<file path="src/rtl/acc_row_ctrl.sv">
// acc_row_ctrl: result buffer and sequencer at the bottom edge of the
// systolic array. It collects the skewed column outputs into a ROWS x COLS
// buffer, with one write pointer per column. It then drains the buffer one
// row per handshake toward the unified buffer.
//
// Optional build macro: ACC_ROW_CTRL_ACCUM_EN
//   When it is defined, a start with acc_mode=1 keeps the buffer contents.
//   COLLECT writes then add into the existing entry (modulo 2^DATA_W).
//   When it is undefined, acc_mode is ignored and writes overwrite.
//
// state     | meaning
// ----------+-----------------------------------------------------------
// S_IDLE    | waiting for start; buffer holds the previous pass
// S_COLLECT | per-column writes until every column holds ROWS entries
// S_DRAIN   | presenting buffer[drain_ptr] with out_valid, one row per accept
// S_DONE    | one-cycle done pulse, then back to idle
module acc_row_ctrl #(
    parameter int ROWS   = 2,
    parameter int COLS   = 2,
    parameter int DATA_W = 8
) (
    input  logic                     clk,
    input  logic                     reset,
    input  logic                     start,
    input  logic                     acc_mode,
    input  logic [COLS-1:0]          col_valid,
    input  logic [COLS*DATA_W-1:0]   col_data,
    output logic                     out_valid,
    input  logic                     out_ready,
    output logic [COLS*DATA_W-1:0]   out_row,
    output logic [$clog2(ROWS)-1:0]  out_row_idx,
    output logic                     busy,
    output logic                     full,
    output logic                     done,
    output logic                     overflow
);

    localparam int RW = $clog2(ROWS);
    // A column pointer must be able to reach ROWS itself ("column complete").
    localparam int PW = $clog2(ROWS + 1);

    typedef enum logic [1:0] {
        S_IDLE,
        S_COLLECT,
        S_DRAIN,
        S_DONE
    } state_t;

    state_t              state;
    state_t              state_next;
    logic [PW-1:0]       ptr [COLS];
    logic [RW-1:0]       drain_ptr;
    logic [DATA_W-1:0]   mem [ROWS][COLS];

    logic [COLS-1:0]     wr_en;
    logic [COLS-1:0]     drop;
    logic                all_full_next;
    logic                start_go;
    logic                handshake;
    logic                last_row;
    logic                clear_buf;

`ifdef ACC_ROW_CTRL_ACCUM_EN
    assign clear_buf = !acc_mode;
`else
    logic unused_acc_mode;
    assign unused_acc_mode = acc_mode;
    assign clear_buf       = 1'b1;
`endif

    assign start_go  = (state == S_IDLE) && start;
    assign handshake = (state == S_DRAIN) && out_ready;
    assign last_row  = (drain_ptr == RW'(ROWS - 1));

    // Per-column write enables, dropped writes, and the "all columns complete after this edge" flag.
    always_comb begin
        wr_en         = '0;
        drop          = '0;
        all_full_next = 1'b1;
        for (int c = 0; c < COLS; c++) begin
            wr_en[c] = (state == S_COLLECT) && col_valid[c] && (ptr[c] != PW'(ROWS));
            drop[c]  = col_valid[c] && !wr_en[c];
            if (!((ptr[c] == PW'(ROWS)) ||
                  (wr_en[c] && (ptr[c] == PW'(ROWS - 1))))) begin
                all_full_next = 1'b0;
            end
        end
    end

    // State register.
    always_ff @(posedge clk or posedge reset) begin
        if (reset) begin
            state <= S_IDLE;
        end else begin
            state <= state_next;
        end
    end

    // Next-state logic. The last collect write moves straight into DRAIN.
    always_comb begin
        state_next = state;
        case (state)
            S_IDLE:    if (start)                      state_next = S_COLLECT;
            S_COLLECT: if (all_full_next)              state_next = S_DRAIN;
            S_DRAIN:   if (out_ready && last_row)      state_next = S_DONE;
            S_DONE:                                    state_next = S_IDLE;
            default:                                   state_next = S_IDLE;
        endcase
    end

    // Status outputs and the row mux. The row is gated so it reads zero outside DRAIN.
    always_comb begin
        busy        = (state != S_IDLE);
        full        = (state == S_DRAIN);
        out_valid   = (state == S_DRAIN);
        done        = (state == S_DONE);
        out_row     = '0;
        out_row_idx = '0;
        if (state == S_DRAIN) begin
            out_row_idx = drain_ptr;
            for (int r = 0; r < ROWS; r++) begin
                if (drain_ptr == RW'(r)) begin
                    for (int c = 0; c < COLS; c++) begin
                        out_row[c*DATA_W +: DATA_W] = mem[r][c];
                    end
                end
            end
        end
    end

    // Pointers, sticky overflow, and buffer storage. A start edge takes priority over stray writes.
    always_ff @(posedge clk or posedge reset) begin
        if (reset) begin
            overflow  <= 1'b0;
            drain_ptr <= '0;
            for (int c = 0; c < COLS; c++) begin
                ptr[c] <= '0;
            end
            for (int r = 0; r < ROWS; r++) begin
                for (int c = 0; c < COLS; c++) begin
                    mem[r][c] <= '0;
                end
            end
        end else if (start_go) begin
            overflow  <= 1'b0;
            drain_ptr <= '0;
            for (int c = 0; c < COLS; c++) begin
                ptr[c] <= '0;
            end
            if (clear_buf) begin
                for (int r = 0; r < ROWS; r++) begin
                    for (int c = 0; c < COLS; c++) begin
                        mem[r][c] <= '0;
                    end
                end
            end
        end else begin
            if (|drop) begin
                overflow <= 1'b1;
            end
            for (int c = 0; c < COLS; c++) begin
                if (wr_en[c]) begin
                    ptr[c] <= ptr[c] + PW'(1);
                    for (int r = 0; r < ROWS; r++) begin
                        if (ptr[c] == PW'(r)) begin
`ifdef ACC_ROW_CTRL_ACCUM_EN
                            mem[r][c] <= mem[r][c] + col_data[c*DATA_W +: DATA_W];
`else
                            mem[r][c] <= col_data[c*DATA_W +: DATA_W];
`endif
                        end
                    end
                end
            end
            if (handshake) begin
                drain_ptr <= last_row ? '0 : drain_ptr + RW'(1);
            end
        end
    end

endmodule

</file>
<file path="config.mk">
export PLATFORM = sky130hd
export DESIGN_NAME = acc_row_ctrl
export DESIGN_NICKNAME = d
export VERILOG_FILES = /design/src/rtl/acc_row_ctrl.sv
export SDC_FILE = /design/constraint.sdc
export NUM_CORES = 1
export LEC_CHECK = 0
export CAP_MARGIN = 20
export CORE_MARGIN = 2
export CORE_UTILIZATION = 51
export CTS_CLUSTER_SIZE = 8
export DETAILED_ROUTE_END_ITERATION = 6
export GPL_TIMING_DRIVEN = 1
export PLACE_DENSITY = 0.79
export SETUP_SLACK_MARGIN = 0.4
export SLEW_MARGIN = 20
export SYNTH_ARGS = -nofsm -noshare
export SYNTH_HDL_FRONTEND = slang
export SYNTH_SLANG_ARGS = --single-unit
</file>
<file path="constraint.sdc">
create_clock -name clk -period 2 [get_ports clk]
set_input_delay 0.4 -clock clk [delete_from_list [all_inputs] [get_ports clk]]
set_output_delay 0.4 -clock clk [all_outputs]
set_load 0.01 [all_outputs]
</file>
# --- Yosys cells after proc, flatten, opt, wreduce, memory -nomap -nowiden ---
# Cells that the tools add are included.
totals:
  regBits: 40
  input_bits: 23
  out_inout_bits: 22
  wordCells: 83
op_classes:
  n_addsub: 3
  eq_ne: 12
  mux: 26
  reduce_logical: 33
ops:
  columns: ["op", "n"]
  rows:
  - ["8-bit 2-to-1 mux", 8]
  - ["16-bit 2-to-1 mux", 2]
  - ["32-bit 2-to-1 mux", 1]
  - ["2-bit nonzero test", 9]
  - ["1-bit logical AND", 11]
  - ["2-bit 2-to-1 mux", 5]
  - ["2-bit == test, second input constant", 4]
  - ["1-bit 2-to-1 mux", 8]
  - ["2-bit inequality test, second input constant", 4]
  - ["2-bit case mux with 4 select lines", 1]
  - ["2-bit AND reduction", 4]
  - ["2-bit by 1-bit == test with 1-bit output, second input constant", 3]
  - ["2-bit zero test", 3]
  - ["2-bit by 1-bit adder with 2-bit output, second input constant", 2]
  - ["4-bit 2-to-1 mux", 1]
  - ["3-bit AND reduction", 1]
  - ["1-bit zero test", 2]
  - ["1-bit logical OR", 2]
  - ["2-bit by 1-bit inequality test with 1-bit output, second input constant", 1]
  - ["2-bit OR reduction", 1]
  - ["1-bit adder, second input constant", 1]

# --- Logic depth before layout (Yosys ltp) ---
logic_depth:
  word_depth: 9
  ltp_mapped: 8
  depth_no_buf: 6

# --- Least setup slack after synthesis ---
# No wires, ideal clock.
synth_timing:
  path_type: "reg2out"
  startpoint: "register state[0]"
  endpoint: "output port out_row[10]"
  t_arrival_ps: 1421
  required_ps: 1600
  path_slack_ps: 179
  stages_incl_launch_ff: 6
  n_path_buf: 2
  path_cell_list: "dfrtp_1 > inv_1 > ha_1 > clkbuf_1 > clkbuf_1 > nor2b_1"
synth_via:
  elab_chain_cells: 2
synth_lines:
  columns: ["item", "line", "text"]
  rows:
  - ["start, declared", "49", "state_t state;"]
  - ["start signal, assigned", "95", "state <= state_next;"]
  - ["2-bit == test", null, null]
  - ["via full", "33", "output logic full,"]
  - ["16-bit 2-to-1 mux", "119", "if (state == S_DRAIN) begin"]
  - ["end, declared", "30", "output logic [COLS*DATA_W-1:0] out_row,"]
# The timed path passes the listed nets, and every way through them passes these cells.

# --- Worst setup path in the final report ---
layout_timing:
  startpoint: "register state[0]"
  endpoint: "output port out_row[1]"
layout_via:
  elab_chain_cells: 2
layout_lines:
  columns: ["item", "line"]
  rows:
  - ["2-bit == test", "119"]
  - ["16-bit 2-to-1 mux", "119"]
# No other way between the ends.

==> metrics.txt <==
# TYPE chip_impl_metric gauge
chip_impl_info{name="outcome",value="completed"} 1
chip_impl_metric{name="area_growth",unit="%"} 36.5
chip_impl_metric{name="wire_length_of_the_first_global_routing_pass",unit="mm"} 8.14
chip_impl_metric{name="ctsLongestPathBuffers",unit=""} 2
chip_impl_info{name="synthDominantAreaCellType",value="dfrtp_1"} 1
chip_impl_metric{name="finalWorstSetupSlack",unit="ns"} 0.247
chip_impl_metric{name="total_power",unit="mW"} 4.36
chip_impl_metric{name="ys_types",unit=""} 23
chip_impl_metric{name="insertedDiodeCount",unit=""} 0
chip_impl_metric{name="preCtsSetupSlack",unit="ns"} 0.110
chip_impl_metric{name="initialDrtViolationCount",unit=""} 123
chip_impl_info{name="final_common_cell",value="nand2_1"} 1
chip_impl_metric{name="routabilityCongestion",unit=""} 0.752
chip_impl_metric{name="final-max-slew-violation-count",unit=""} 0
chip_impl_metric{name="syn-cell-area",unit="mm2"} 0.00224
chip_impl_info{name="ys_dominant_reg_cell",value="dfrtp_1"} 1
chip_impl_metric{name="synth_async_sr_flop_share",unit="%"} 100
chip_impl_metric{name="clk_pin_slew",unit="ns"} 0.07
chip_impl_metric{name="fp.dieArea",unit="mm2"} 0.00494
chip_impl_info{name="rsz0062_at_grt",value="yes"} 1
chip_impl_metric{name="cap_violations",unit=""} 0
chip_impl_metric{name="htreeDepth",unit=""} 2
chip_impl_metric{name="ys_seq_area_share",unit="%"} 44.6
chip_impl_info{name="criticalPathCategory",value="reg2out"} 1
chip_impl_metric{name="port_buffers",unit=""} 43
chip_impl_metric{name="max_clock_freq",unit="GHz"} 0.570
chip_impl_metric{name="grt_usage",unit="%"} 21.1
chip_impl_info{name="crit_path_end",value="out_row[1]"} 1
chip_impl_metric{name="final_core_utilization",unit="%"} 71.3
chip_impl_metric{name="worst_pin_slew",unit="ns"} 0.508
chip_impl_metric{name="crit_path_max_fanout",unit=""} 9
chip_impl_metric{name="slew_headroom",unit="%"} 66.1
chip_impl_metric{name="dr.pass1.iters",unit=""} 4
chip_impl_info{name="clockRootBuffer",value="clkbuf_8"} 1
chip_impl_info{name="hold_class",value="in2async"} 1
chip_impl_info{name="cp-start-kind",value="register"} 1
chip_impl_info{name="final_cell_mix",value="65 x nand2_1, 38 x dfrtp_1, 21 x clkdlybuf4s50_1"} 1
chip_impl_metric{name="syn_nets",unit=""} 274
chip_impl_metric{name="timing.critical_path.required",unit="ns"} 1.60
chip_impl_metric{name="clkLatencyLatePin",unit="ns"} 0.29
chip_impl_metric{name="route.antenna.remaining_nets",unit=""} 0
chip_impl_metric{name="ff2ff_path_depth",unit=""} 8
chip_impl_metric{name="finalCriticalPeriod",unit="ns"} 1.75
chip_impl_metric{name="grt_pass1_vias",unit=""} 1777
chip_impl_metric{name="drc",unit=""} 0
chip_impl_metric{name="n_fill_cell",unit=""} 333
chip_impl_metric{name="cts-buffers-inserted",unit=""} 5
chip_impl_metric{name="syn_inst",unit=""} 240
chip_impl_metric{name="globalRoute.totalOverflow",unit=""} 0
chip_impl_metric{name="synth_largest_type_area_fraction",unit="%"} 44.6
chip_impl_metric{name="cts_num_sinks",unit=""} 40
chip_impl_metric{name="wire_per_inst",unit="um"} 14.8
chip_impl_metric{name="finalWirelength",unit="mm"} 5.21
chip_impl_metric{name="postSynthAreaPerCell",unit="um2"} 9.34
chip_impl_metric{name="dp_hpwl",unit="mm"} 3.11
chip_impl_metric{name="vias",unit=""} 1823
chip_impl_metric{name="hold_viol",unit=""} 0
chip_impl_metric{name="worst-endpoint-arrival",unit="ns"} 1.35
chip_impl_info{name="crit_end_category",value="output pin"} 1
chip_impl_metric{name="power.static_leakage",unit="nW"} 1.35
chip_impl_metric{name="fp.coreArea",unit="mm2"} 0.00429
chip_impl_metric{name="layout.nets",unit=""} 332
chip_impl_metric{name="final.setup_skew",unit="ns"} 0.00552
chip_impl_metric{name="die_w",unit="um"} 70.3
chip_impl_metric{name="maximum_number_of_pins_on_one_net_before_global_route_repair",unit=""} 41
chip_impl_metric{name="std_cell_rows",unit=""} 24
chip_impl_info{name="critical_path.startpoint",value="state[0]"} 1
chip_impl_metric{name="peakVddDrop",unit="mV"} 0.770
chip_impl_metric{name="fin_setup_tns",unit="ns"} 0
chip_impl_info{name="cts_tree",value="done"} 1
chip_impl_metric{name="finalCritPeriodShare",unit="%"} 87.6
chip_impl_metric{name="pwr_density_cell",unit="mW/mm2"} 1430
chip_impl_info{name="regToRegStartpoint",value="state[0]"} 1
chip_impl_metric{name="ys_seq_elements",unit=""} 40
chip_impl_metric{name="synth_edf_count",unit=""} 0
chip_impl_metric{name="effective_utilization_at_floorplan",unit="%"} 52.2
chip_impl_metric{name="cts-hold-fix-buffers",unit=""} 0
chip_impl_metric{name="ff_latch_area",unit="mm2"} 0.00100
chip_impl_metric{name="final_design_area_no_fill",unit="mm2"} 0.00306
chip_impl_info{name="synth_area_leaders",value="dfrtp_1 45%, nand2_1 12%, mux2i_1 7.6%"} 1
chip_impl_metric{name="placement.cell_area",unit="mm2"} 0.00273
chip_impl_metric{name="die_h",unit="um"} 70.3
chip_impl_metric{name="r2r_setup_slack",unit="ns"} 0.35
chip_impl_metric{name="io_pins",unit=""} 45
chip_impl_metric{name="setup_viol_count_final",unit=""} 0
chip_impl_metric{name="avgViaCountPerCell",unit=""} 5.19
chip_impl_info{name="worstReg2RegEnd",value="ptr[2]"} 1
chip_impl_metric{name="antenna_found_initial",unit=""} 0
chip_impl_metric{name="synthesis.yosys.warnings",unit=""} 0
chip_impl_metric{name="final_layout_size_suffix_gt1_share",unit="%"} 37.1
chip_impl_metric{name="multi_input_comb_area",unit="mm2"} 0.00130
[where the power goes]
| part | internal [mW] | leakage [nW] | switching [mW] |
|---|---|---|---|
| Combinational | 1.18 | 0.764 | 1.14 |
| Clock | 0.370 | 0.0552 | 0.277 |
| Sequential | 1.16 | 0.530 | 0.235 |
| Total | 2.71 | 1.35 | 1.65 |
[per-stage QoR]
stage | cells | hold WS, ns
after floorplan | 240 | 0.501
after global placement | 330 | 0.509
after detailed placement | 330 | 0.515
after CTS | 347 | 0.527
after global routing | 351 | 0.549
final | 351 | 0.527
[how the worst min path moves through the flow]
stage             from       end  slack, ns  cells past startpoint
6_report         reset  state[0]       0.53                      3
5_1_grt         mem[0]    mem[0]       0.55                      2
4_1_cts         mem[9]    mem[9]       0.53                      2
3_5_place_dp   mem[23]   mem[23]       0.52                      2
3_3_place_gp    mem[5]    mem[5]       0.51                      2
2_1_floorplan  mem[17]   mem[17]       0.50                      2
[Yosys cell counts (all sizes together), types with 2 or more instances]
library cell  number
nand2             73
dfrtp             40
a21oi             35
mux2i             17
nor2b             16
buf               12
ha                11
inv                8
nor2               8
and2               6
clkbuf             3
and3b              2
nand3b             2
xnor2              2
[worst max-delay path, stage by stage, from the launching register on]
cell	delay (ns)
dfrtp_1	0.39
inv_2	0.08
ha_4	0.18
buf_12	0.13
nor2b_1	0.13
buf_2	0.14
[repair_timing]
| action | 4_1_cts | 5_1_grt |
|---|---|---|
| gates resized for setup | 103 | 34 |
| endpoints found under the setup margin | 54 | 56 |
| cloned | 2 | 0 |
| endpoints found under the hold margin | 0 | 0 |
| pin swaps | 2 | 9 |
| buffers inserted | 7 | 4 |
[layer usage]
layer	global-route usage, %	routed length [um]	up-vias	part of all wire (%)
met2	35.5	2750	38	53
met4	5.77	105	0	2.0
li1	-	-	888	-
met5	0	0	-	0
met1	27.0	2130	888	41
met3	5.05	220	9	4.2
[state kept, by name, indices dropped and copies added (netlist names)]
signal	cells
mem	32
ptr	4
state	2
drain_ptr	1
overflow	1
[cell families after synthesis]
group | after synthesis | share of synthesized area (%)
flops | 40 | 44.6
xor+xnor | 3 | 1.17
fa+ha+maj | 11 | 6.14
simple gates | 107 | 21.5
compound gates | 38 | 11.9
buf+inv | 23 | 6.53
mux | 18 | 8.09
[area by class of cell]
type                            instances  share of cell area (%)
Clock buffer                            6                    2.37
Clock inverter                          2                    1.14
Inverter                                8                   0.981
Multi-Input combinational cell        177                    42.4
Sequential cell                        40                    32.8
Tap cell                               52                    2.13
Timing Repair Buffer                   66                    18.2
Note: power is estimated with default switching activity, not from simulation.
==> patch 1: new RTL, config.mk and constraints unchanged <==
Set the parameter `COLS` to 4 (it was 2).
--- a/src/rtl/acc_row_ctrl.sv
+++ b/src/rtl/acc_row_ctrl.sv
@@ -18,3 +18,3 @@
     parameter int ROWS   = 2,
-    parameter int COLS   = 2,
+    parameter int COLS   = 4,
     parameter int DATA_W = 8
Ports: changed (resized col_data, col_valid and out_row); port bits go from 45 to 79. No check against the original RTL was run, so the function may have changed too.
==> patch 1 against the original RTL <==
The run now ends with setup timing left. Sequential cell count grew 36. Hold slack lost 69 ps. Core utilization grew 21 points. Combinational power grew to 3.1 times the old value. Setup slack got worse by 300 ps. Design area rose by 130%. Total power rose to 2.6 times the old value. Synthesized area up 80%. Routed wire length grew to 3.3 times the old value.
==> patch 1: results (changes against the original RTL) <==
| Metric | Value |
|---|---|
| CP arrival | 1650 ps (was 1350 ps) |
| Iteration count of the initial detailed-routing pass | 5 (was 4) |
| # setup viols final | 19 (was 0) |
| Mapped Nets | 512 (was 274) |
| Endpoint of the lowest-slack register-to-register path | mem[29] (was ptr[2]) |
| Outcome | complete, but fails checks (was complete, no violations) |
| Power Clock | 1.50 mW (was 647 µW) |
| Mapped Cells | 454 (was 240) |
| Combinational group power | 7.10 mW (was 2.32 mW) |
| Drt via density | 6.234 (was 5.194) |
| Worst clock skew on the final layout | 13.79 ps (was 5.522 ps) |
| Number of design-rule violations left by the first detailed-router iteration | 311 (was 123) |
| Wire length of the first global-routing pass | 19480 µm (was 8142 µm) |
| Placed inst area | 5060 µm² (was 2731 µm²) |
| CTS H-tree depth | 3 (was 2) |
| Area share of xor/xnor cells in the synthesized design | 1.087% (was 1.172%) |
| Setup Total Neg Slack | -445.2 ps (was 0 ps) |
| Half-perimeter wire length after placement | 6075 µm (was 3113 µm) |
| Power in sequential cells | 2.93 mW (was 1.39 mW) |
| Worst setup path end | out_row[13] (was out_row[1]) |
| Global placer's final weighted congestion | 0.8144 (was 0.7523) |
| Failing checks | setup timing |
| Netlist cell types | 31 (was 23) |
| Start point of the critical path | drain_ptr (was state[0]) |
| Slowest stage delay, CP | 500 ps (was 390 ps) |
| Registers with the most flip-flops | mem: 64 flops, ptr: 8 flops, state: 2 flops (was mem: 32 flops, ptr: 4 flops, state: 2 flops) |
| Cell with the largest stage delay on the worst path | sky130_fd_sc_hd__dfrtp_2 (was sky130_fd_sc_hd__dfrtp_1) |
| Worst setup margin | -52.82 ps (was 247.1 ps) |
| Top cells by area in the synthesized netlist | sky130_fd_sc_hd__dfrtp_1 (47%), sky130_fd_sc_hd__nand2_1 (13%), sky130_fd_sc_hd__a21oi_1 (8.7%), sky130_fd_sc_hd__mux2i_1 (8.0%), sky130_fd_sc_hd__ha_1 (5.3%) (was sky130_fd_sc_hd__dfrtp_1 (45%), sky130_fd_sc_hd__nand2_1 (12%), sky130_fd_sc_hd__mux2i_1 (7.6%), sky130_fd_sc_hd__a21oi_2 (7.0%), sky130_fd_sc_hd__ha_1 (6.1%)) |
## patch 1: cell types whose count changed after synthesis, moves of 15 or more
cell                      before  now
sky130_fd_sc_hd__nor2b_1      16   32
sky130_fd_sc_hd__dfrtp_1      40   76
sky130_fd_sc_hd__a21oi_2      18    2
sky130_fd_sc_hd__nand2_1      73  139
sky130_fd_sc_hd__mux2i_1      17   32
sky130_fd_sc_hd__a21oi_1      17   70
## patch 1: layout make-up
class / instances / area (µm²) / area share [%]
inverter: 12 / 53.80 / 0.7593
clock inverter: 6 / 112.6 / 1.589
sequential: 76 / 1904 / 26.88
antenna: 1 / 2.502 / 0.03532
clock buffer: 10 / 127.6 / 1.801
timing repair buffer: 136 / 1602 / 22.60
multi-input combinational: 337 / 3156 / 44.53
tap: 102 / 127.6 / 1.801
## patch 1: kinds of logic after synthesis
| logic type | Yosys count |
|---|---|
| AO/OA/AOI/OAI | 77 |
| XOR/XNOR | 5 |
| adder cells (fa/ha/maj) | 17 |
| buffers and inverters | 41 |
| flip-flops | 76 |
| multiplexers | 33 |
| AND/OR/NAND/NOR | 205 |
## patch 1: worst min-delay path: cells and delay by family
family,cells,cell delay (ps)
buffers and inverters,3,870
## patch 1: layer usage
layer  part of all wire, %  GRT usage, %  up-vias  wire, µm
li1                      -             -     1732         -
met1                    38         38.01     2124      6534
met2                    49         48.67      301      8587
met3                   8.2         4.557       82      1428
met4                   4.6         12.62        0       804
met5                     0             0        -         0
## patch 1: repair_timing
item                       CTS  global route
buffers inserted            16            20
gates resized for setup    308           188
hold buffers                 0             0
pin swaps                  143           122
setup endpoints to repair  106           113
gates cloned                 4             5
==> patch 2: new RTL, same settings <==
Made on the original files. Reset style: synchronous (`reset`), changed in 2 clocked blocks.
--- a/src/rtl/acc_row_ctrl.sv
+++ b/src/rtl/acc_row_ctrl.sv
@@ -90,3 +90,3 @@
     // State register.
-    always_ff @(posedge clk or posedge reset) begin
+    always_ff @(posedge clk) begin
         if (reset) begin
@@ -131,3 +131,3 @@
     // Pointers, sticky overflow, and buffer storage. A start edge takes priority over stray writes.
-    always_ff @(posedge clk or posedge reset) begin
+    always_ff @(posedge clk) begin
         if (reset) begin
Formal check against the unedited RTL: differs if reset is asserted again (counterexample within 4 cycles, from zero or initial values and one cycle with reset high); with reset held inactive, the same outputs for 10 cycles.
==> patch 2 against the original RTL <==
First-iteration DRC count down 67%. Synthesized area down 5.0%. Setup slack got worse by 15 ps. Routed wire length grew 3.4%. Total power shrank 23%. Register-to-register slack worse by 120 ps. Critical path depth rose by 1. Design area increased by 6.6%. Sequential cell count stayed put. Fmax decreased by 0.84%. Via count decreased by 13%.
==> patch 2: results (changes against the original RTL) <==
| Metric | Value |
|---|---|
| Netlist cell types | 31 (was 23) |
| Count of filler cells inserted in the layout | 211 (was 333) |
| Number of design-rule violations left by the first detailed-router iteration | 41 (was 123) |
| Drt via density | 5.423 (was 5.194) |
| Wire length of the first global-routing pass | 7038 µm (was 8142 µm) |
| Half-perimeter wire length after placement | 2928 µm (was 3113 µm) |
| Most used flip-flop cell after synthesis | sky130_fd_sc_hd__edfxtp_1 (was sky130_fd_sc_hd__dfrtp_1) |
| Top fanout value on the critical path | 8 (was 9) |
| Maximum ir drop on the vdd rail | 0.0008562 V (was 0.0007698 V) |
| Outcome | complete, no violations (unchanged) |
| Worst clock skew on the final layout | 4.561 ps (was 5.522 ps) |
| Worst hold-check path type | reg2reg (was in2async) |
| Final std cells w/o fill | 293 (was 351) |
| Cell with the largest stage delay on the worst path | sky130_fd_sc_hd__edfxtp_1 (was sky130_fd_sc_hd__dfrtp_1) |
| Setup slack of the most critical reg-to-reg path | 230 ps (was 350 ps) |
| Ranking of synthesized cells by instance count | sky130_fd_sc_hd__edfxtp_1 (36), sky130_fd_sc_hd__nor2b_1 (19), sky130_fd_sc_hd__mux2i_1 (16), sky130_fd_sc_hd__nand2_1 (14), sky130_fd_sc_hd__ha_1 (11) (was sky130_fd_sc_hd__nand2_1 (73), sky130_fd_sc_hd__dfrtp_1 (40), sky130_fd_sc_hd__a21oi_2 (18), sky130_fd_sc_hd__a21oi_1 (17), sky130_fd_sc_hd__mux2i_1 (17)) |
| Worst-case headroom to the max-slew limit | 74.10% (was 66.15%) |
| Placed inst area | 2694 µm² (was 2731 µm²) |
| Placement row count | 23 (was 24) |
| Part of the Yosys area used for sequential elements | 54.52% (was 44.64%) |
| Top cells by area in the synthesized netlist | sky130_fd_sc_hd__edfxtp_1 (51%), sky130_fd_sc_hd__mux2i_1 (7.5%), sky130_fd_sc_hd__ha_1 (6.5%), sky130_fd_sc_hd__nor2b_1 (5.6%), sky130_fd_sc_hd__and2_4 (4.1%) (was sky130_fd_sc_hd__dfrtp_1 (45%), sky130_fd_sc_hd__nand2_1 (12%), sky130_fd_sc_hd__mux2i_1 (7.6%), sky130_fd_sc_hd__a21oi_2 (7.0%), sky130_fd_sc_hd__ha_1 (6.1%)) |
| Gr usage total | 21.54% (was 21.06%) |
| Worst setup timing slack at the placement stage | 7.531 ps (was 109.8 ps) |
| Max Clock Freq | 565.7 MHz (was 570.5 MHz) |
| Slowest stage delay, CP | 420 ps (was 390 ps) |
| Leakage Power | 1.325 nW (was 1.350 nW) |
| Via count of the first global-routing pass | 1474 (was 1777) |
| Post-detailed-routing wire length | 5384 µm (was 5205 µm) |
| CP arrival | 1820 ps (was 1350 ps) |
[patch 2: cell count changes after synthesis, moves of 8 or more]
cell                       before  now
sky130_fd_sc_hd__nand2_1       73   14
sky130_fd_sc_hd__dfrtp_1       40    0
sky130_fd_sc_hd__edfxtp_1       0   36
sky130_fd_sc_hd__a21oi_2       18    0
sky130_fd_sc_hd__a21oi_1       17    2
sky130_fd_sc_hd__and3_1         0   10
sky130_fd_sc_hd__and3_2         0    8
[patch 2: cell families after synthesis]
family	count (synthesis)	synth area share [%]
and+or+nand+nor	78	22.27
DFF	40	54.52
buffers and inverters	16	3.936
muxes	16	7.520
AOI/OAI and AO/OA	12	4.878
adders and majority gates	11	6.463
xor gates and xnor gates	1	0.4114
[patch 2: where the power goes]
part | switching (mW) | internal (mW)
logic | 0.656 | 0.698
registers | 0.108 | 1.13
clock network | 0.266 | 0.491
total | 1.03 | 2.32
[patch 2: layout make-up]
type | instances | area share (%)
clock buffer | 5 | 2.109
sequential | 40 | 35.93
multi-input combinational | 119 | 36.92
timing repair buffer | 69 | 20.28
tap | 50 | 1.917
clock inverter | 2 | 1.840
inverter | 8 | 0.9969
[patch 2: routing by layer]
metal | GRT usage [%] | routed length (µm) | vias to the layer above
li1 | - | - | 748
met2 | 37.62 | 2825 | 50
met3 | 5.195 | 245 | 12
met5 | 0 | 0 | -
met1 | 25.19 | 2191 | 779
met4 | 9.000 | 123 | 0
[patch 2: worst paths after layout]
kind	cells past startpoint	to	startpoint
max	6	mem[0][7]	ptr[0][2]
min	2	overflow	overflow
max reg2reg	6	mem[0][7]	ptr[0][2]
min reg2reg	2	overflow	overflow
[patch 2: worst min-delay path: cells and delay by family, from the launching register on]
kind	cells	cell delay, ps
DFF	1	330
AOI/OAI and AO/OA	2	180
